`src/rtl/vx_rr_onehot_arbiter.sv`:
```
// Round-robin arbiter with one-hot and binary grant outputs and an optional grant lock.
// Optional stall counter (perf_stalls) is built only when VX_ARB_PERF_EN is defined.
module vx_rr_onehot_arbiter #(
    parameter int NUM_REQS     = 4,
    parameter int LOCK_ENABLE  = 1,
    parameter int LOG_NUM_REQS = (NUM_REQS > 1) ? $clog2(NUM_REQS) : 1
) (
    input  logic                    clk,
    input  logic                    reset_n,
    input  logic [NUM_REQS-1:0]     requests,
    input  logic                    grant_ready,
    output logic                    grant_valid,
    output logic [NUM_REQS-1:0]     grant_onehot,
    output logic [LOG_NUM_REQS-1:0] grant_index,
    output logic                    dbg_state_o,
    output logic [LOG_NUM_REQS-1:0] dbg_ptr_o
`ifdef VX_ARB_PERF_EN
    ,
    output logic [31:0]             perf_stalls
`endif
);

    localparam logic [0:0] ST_UNLOCKED = 1'b0;
    localparam logic [0:0] ST_LOCKED   = 1'b1;

    // Handshake: a grant fires on a cycle where grant_valid and grant_ready are both high.
    logic [0:0]              state_q, state_d;
    logic [NUM_REQS-1:0]     lock_onehot_q, lock_onehot_d;
    logic [LOG_NUM_REQS-1:0] lock_index_q, lock_index_d;
    logic [NUM_REQS-1:0]     rr_onehot;
    logic [LOG_NUM_REQS-1:0] rr_index;
    logic [LOG_NUM_REQS-1:0] ptr_w;
    logic                    locked;
    logic                    fire;

    assign locked       = (state_q == ST_LOCKED);
    assign grant_valid  = locked ? 1'b1 : (|requests);
    assign grant_onehot = locked ? lock_onehot_q : rr_onehot;
    assign grant_index  = locked ? lock_index_q : rr_index;
    assign fire         = grant_valid & grant_ready;
    assign dbg_state_o  = state_q[0];
    assign dbg_ptr_o    = ptr_w;

    generate
        if (NUM_REQS == 1) begin : g_single
            assign rr_onehot = requests;
            assign rr_index  = '0;
            assign ptr_w     = '0;
        end else begin : g_multi
            logic [LOG_NUM_REQS-1:0] ptr_q, ptr_d;
            logic                    found;
            int                      cand;

            // Scan upward from the pointer, wrapping, and take the first requester.
            always_comb begin
                rr_onehot = '0;
                rr_index  = '0;
                found     = 1'b0;
                cand      = 0;
                for (int i = 0; i < NUM_REQS; i++) begin
                    cand = int'(ptr_q) + i;
                    if (cand >= NUM_REQS) begin
                        cand = cand - NUM_REQS;
                    end
                    if (!found && requests[cand]) begin
                        found           = 1'b1;
                        rr_onehot[cand] = 1'b1;
                        rr_index        = cand[LOG_NUM_REQS-1:0];
                    end
                end
            end

            always_comb begin
                ptr_d = ptr_q;
                if (fire) begin
                    ptr_d = (grant_index == LOG_NUM_REQS'(NUM_REQS - 1)) ? '0 : grant_index + 1'b1;
                end
            end

            always_ff @(posedge clk or negedge reset_n) begin
                if (!reset_n) begin
                    ptr_q <= '0;
                end else begin
                    ptr_q <= ptr_d;
                end
            end

            assign ptr_w = ptr_q;
        end
    endgenerate

    always_comb begin
        state_d       = state_q;
        lock_onehot_d = lock_onehot_q;
        lock_index_d  = lock_index_q;
        case (state_q)
            ST_UNLOCKED: begin
                if ((LOCK_ENABLE != 0) && grant_valid && !grant_ready) begin
                    state_d       = ST_LOCKED;
                    lock_onehot_d = rr_onehot;
                    lock_index_d  = rr_index;
                end
            end
            ST_LOCKED: begin
                if (grant_ready) begin
                    state_d = ST_UNLOCKED;
                end
            end
            default: state_d = ST_UNLOCKED;
        endcase
    end

    always_ff @(posedge clk or negedge reset_n) begin
        if (!reset_n) begin
            state_q       <= ST_UNLOCKED;
            lock_onehot_q <= '0;
            lock_index_q  <= '0;
        end else begin
            state_q       <= state_d;
            lock_onehot_q <= lock_onehot_d;
            lock_index_q  <= lock_index_d;
        end
    end

`ifdef VX_ARB_PERF_EN
    logic [31:0] perf_stalls_q;

    // Saturating count of cycles where a grant is presented but not taken.
    always_ff @(posedge clk or negedge reset_n) begin
        if (!reset_n) begin
            perf_stalls_q <= '0;
        end else if (grant_valid && !grant_ready && (perf_stalls_q != 32'hFFFF_FFFF)) begin
            perf_stalls_q <= perf_stalls_q + 32'd1;
        end
    end

    assign perf_stalls = perf_stalls_q;
`endif

`ifndef SYNTHESIS
    // The held grant stays presented, but a requester dropping out before fire is a protocol slip.
    always @(posedge clk) begin
        if (reset_n && locked) begin
            assert ((requests & lock_onehot_q) != '0)
            else $warning("request withdrawn while grant locked");
        end
    end
`endif

endmodule

```
`config.mk`:
```
export PLATFORM = sky130hd
export DESIGN_NAME = vx_rr_onehot_arbiter
export DESIGN_NICKNAME = d
export VERILOG_FILES = /design/src/rtl/vx_rr_onehot_arbiter.sv
export SDC_FILE = /design/constraint.sdc
export NUM_CORES = 1
export LEC_CHECK = 0
export BUFFER_PORTS_ARGS = -buffer_cell sky130_fd_sc_hd__buf_2
export CAP_MARGIN = 20
export CORE_MARGIN = 10
export CORE_UTILIZATION = 46
export CTS_CLUSTER_DIAMETER = 40
export CTS_CLUSTER_SIZE = 20
export DETAILED_ROUTE_END_ITERATION = 8
export PLACE_DENSITY = 0.74
export SLEW_MARGIN = 20
export SYNTH_ARGS = -nofsm -noshare
export SYNTH_HDL_FRONTEND = slang
export SYNTH_SLANG_ARGS = --single-unit
```
`constraint.sdc`:
```
create_clock -name clk -period 4.7 [get_ports clk]
set_input_delay 0.235 -clock clk [delete_from_list [all_inputs] [get_ports clk]]
set_output_delay 0.235 -clock clk [all_outputs]
set_load 0.005 [all_outputs]
```
==> run_results.csv <==
group,metric,value,unit
drt,viasPerCell,5.63,
drt,dr_wl_met2,1080,um
worst_setup_path,crit_end,"grant_onehot[0]",
drt,ant_nets,0,
clock_network,cts.reportedPaths.clkPinSlew,0.06,ns
clock_network,clk_path_buf_depth,2,
timing,layout_setup_ws,1.35,ns
synth,yosys_warnings,0,
timing,fin_skew,0.0104,ns
final_layout,diodes,0,
final_layout,layout-drive-gt1-share,31.9,%
drt,drc_errors,0,
placement,hpwl,1660,um
final_layout,fill_cells,178,
die,pin_count,17,
worst_hold_path,min_path_cells,2,
clock_network,cts_setup_buffers,0,
worst_setup_path,critPathKind,"reg2out",
timing,hold_viol_final,0,
die,rows,16,
clock_network,cts-root-buf,"clkbuf_4",
worst_setup_path,rr_startpoint,"dbg_ptr_o[0]$_DFFE_PN0P_",
global_routing,grt_first_pass_wirelength,3660,um
clock_network,clock_latency,0.27,ns
global_routing,grt_max_degree,19,
drt,wl,2190,um
die,die_y,66.2,um
worst_setup_path,rrSetupSlack,1.46,ns
synth,synth_area,983,um^2
worst_setup_path,slowest_stage,"dfrtp_1",
synth,synth.distinct_cells,32,
timing,tightestPinTransition,0.651,ns
synth,synth_top_flop_cell,"dfrtp_1",
worst_setup_path,crit_fanout,18,
drt,dr.pass1.iters,4,
synth,synth_seq_cells,9,
worst_setup_path,reg2reg_to,"dbg_ptr_o[1]$_DFFE_PN0P_",
synth,syn_area_per_cell,9.55,um^2
job,cap_viol_max_count,0,
worst_hold_path,hp-class,"in2reg",
drt,drt-met1-wl,968,um
placement,post-place-ws,1.48,ns
timing,rsz0062_at_grt,"false",
final_layout,syn_to_final_growth,10.8,%
worst_setup_path,reg2regPathDepth,8,
clock_network,cts_made_buffers,3,
clock_network,cts_tree,"built",
global_routing,grt_use_total,10.3,%
placement,io_buffers,16,
worst_setup_path,max_stage_delay,0.76,ns
worst_setup_path,cp.required,4.47,ns
global_routing,grt_pass1_vias,838,
power,ir_drop,0.507,mV
placement,dpl.cell_count,141,
drt,routedWlPerCell,15.0,um
power,p_leak,0.000505,uW
placement,gp_congestion,0.871,
worst_setup_path,setup.worst_path.start,"dbg_ptr_o[0]$_DFFE_PN0P_",
timing,fin_crit_sh,71.2,%
synth,async_flop_share,100,%
final_layout,num-nets-final,136,
synth,synthCells,103,
drt,top_layer,"met4",
die,initial_utilization,49.1,%
timing,relSlewSlack,56.6,%
synth,synth-edff-count,0,
timing,drv_slew,0,
global_routing,antenna_found_initial,0,
drt,drt-initial-drc-count,32,
worst_setup_path,critPathCaptureType,"output port",
power,powerDensity,637,nW/um^2
timing,tns,0,ns
final_layout,fin_cells,146,
worst_setup_path,crit_chain,"inv_1 > ha_1 > mux4_1 > nand2_1 > o21ai_0 > a221o_1 > mux2_2 > buf_2",
die,dieArea,4390,um^2
clock_network,cts_max_level,1,
drt,dr_total_vias,822,
timing,setup_violations,0,
worst_setup_path,cp-start-kind,"flip-flop",
global_routing,overflow,0,
clock_network,cts.sinks,9,
die,coreArea,2000,um^2
timing,clock.fmax,0.299,GHz
worst_setup_path,cp.arrival,3.11,ns
drt,met3_length,122,um
synth,synth_nets,119,
die,die_w,66.2,um
run_status,status,"complete, no violations",
timing,period_minus_slack,3.35,ns
synth,ys_seq_area_share,22.9,%
==> critical path: cells and delay by family (launching register included) <==
family | cells | cell delay [ns]
adder cells (fa/ha/maj) | 1 | 0.49
multiplexers | 2 | 0.64
AND/OR/NAND/NOR | 1 | 0.09
AO/OA/AOI/OAI | 2 | 0.43
buffers and inverters | 2 | 0.43
flip-flops | 1 | 0.76
==> worst min path at each step <==
| stage | startpoint | to | slack (ns) |
|---|---|---|---|
| global placement | reset_n | lock_onehot_q[1]$_DFFE_PN0P_ | 0.09 |
| floorplan | reset_n | dbg_ptr_o[0]$_DFFE_PN0P_ | -0.06 |
| global route | grant_ready | dbg_state_o$_DFF_PN0_ | 0.16 |
| detailed placement | reset_n | lock_onehot_q[2]$_DFFE_PN0P_ | 0.1 |
| CTS | grant_ready | dbg_state_o$_DFF_PN0_ | 0.14 |
| finish | grant_ready | dbg_state_o$_DFF_PN0_ | 0.15 |
==> report_power, final <==
group | internal, uW | switching (uW) | leakage [uW]
Clock | 32.8 | 29.0 | 0.0000150
Combinational | 229 | 238 | 0.000378
Sequential | 110 | 55.8 | 0.000111
==> flip-flops by register name, indices dropped and copies added (netlist names) <==
name	cells
lock_index_q	2
dbg_ptr_o	2
dbg_state_o	1
lock_onehot_q	4
==> kinds of logic (layout without fill, tap and decap cells) <==
family | count (synthesis) | in the layout | share of synthesized area, %
AOI/OAI and AO/OA | 23 | 23 | 17.0
adders and majority gates | 9 | 9 | 11.5
buffers and inverters | 9 | 25 | 5.98
DFF | 9 | 9 | 22.9
muxes | 23 | 23 | 29.8
and+or+nand+nor | 30 | 30 | 12.9
==> cells in the final DEF (no fill, tap or decap) <==
| master | instances |
|---|---|
| o22ai_1 | 1 |
| nor4_1 | 1 |
| o31ai_1 | 1 |
| mux2i_2 | 1 |
| o211ai_1 | 2 |
| o21ai_1 | 2 |
| mux2i_1 | 5 |
| mux4_1 | 1 |
| or3_1 | 1 |
| o21ai_0 | 4 |
| nand2b_1 | 1 |
| mux4_2 | 2 |
| a31oi_1 | 3 |
| nand3_1 | 1 |
| nor2_1 | 9 |
| dlygate4sd3_1 | 1 |
| mux2_2 | 14 |
| a21oi_1 | 2 |
| a221o_1 | 4 |
| dfrtp_1 | 9 |
| nand2_1 | 15 |
| a221oi_1 | 1 |
| a21o_1 | 1 |
| inv_1 | 4 |
| clkbuf_1 | 1 |
| buf_2 | 16 |
| ha_1 | 9 |
| clkbuf_4 | 3 |
| o31a_1 | 1 |
| or2_2 | 1 |
| nor2b_1 | 1 |
| a221oi_2 | 1 |
==> synthesized netlist by cell type, types with 2 or more instances <==
cell type / instances / share of area (%)
a21oi_1: 2 / 1.0
a221o_1: 4 / 4.1
a31oi_1: 3 / 1.9
buf_6: 2 / 2.3
dfrtp_1: 9 / 23
ha_1: 9 / 11
inv_1: 4 / 1.5
mux2_2: 14 / 16
mux2i_1: 5 / 5.1
mux4_2: 2 / 4.6
nand2_1: 15 / 5.7
nor2_1: 9 / 3.4
o211ai_1: 2 / 1.5
o21ai_0: 4 / 2.0
o21ai_1: 2 / 1.0
==> timing repair <==
item	in CTS	in global routing
endpoints found under the hold margin	9	0
resized for setup	0	0
hold buffers	1	0
==> layout make-up <==
| cell class | count | area [um^2] | area share (%) |
|---|---|---|---|
| timing repair buffer | 17 | 90.1 | 8.27 |
| inverter | 4 | 15.0 | 1.38 |
| clock buffer | 4 | 26.3 | 2.41 |
| sequential | 9 | 225 | 20.7 |
| tap | 27 | 33.8 | 3.10 |
| multi-input combinational | 85 | 699 | 64.2 |
==> metal layers <==
metal	track usage, %	vias to the layer above
met4	4.45	0
met2	16.7	20
met1	12.1	386
met5	0	-
li1	-	414
met3	3.39	2
==> per-stage QoR <==
| step | hold WS [ns] | cell area, um^2 | total power [uW] | utilization (%) |
|---|---|---|---|---|
| final | 0.150 | 1090 | 694 | 54.4 |
| after global routing | 0.160 | 1090 | 760 | 54.4 |
| after CTS | 0.144 | 1090 | 698 | 54.4 |
| after detailed placement | 0.0989 | 1050 | 634 | 52.6 |
| after global placement | 0.0919 | 1050 | 622 | 52.6 |
| after floorplan | -0.0606 | 983 | 533 | - |
No activity file was read; power rests on OpenSTA's default activity.
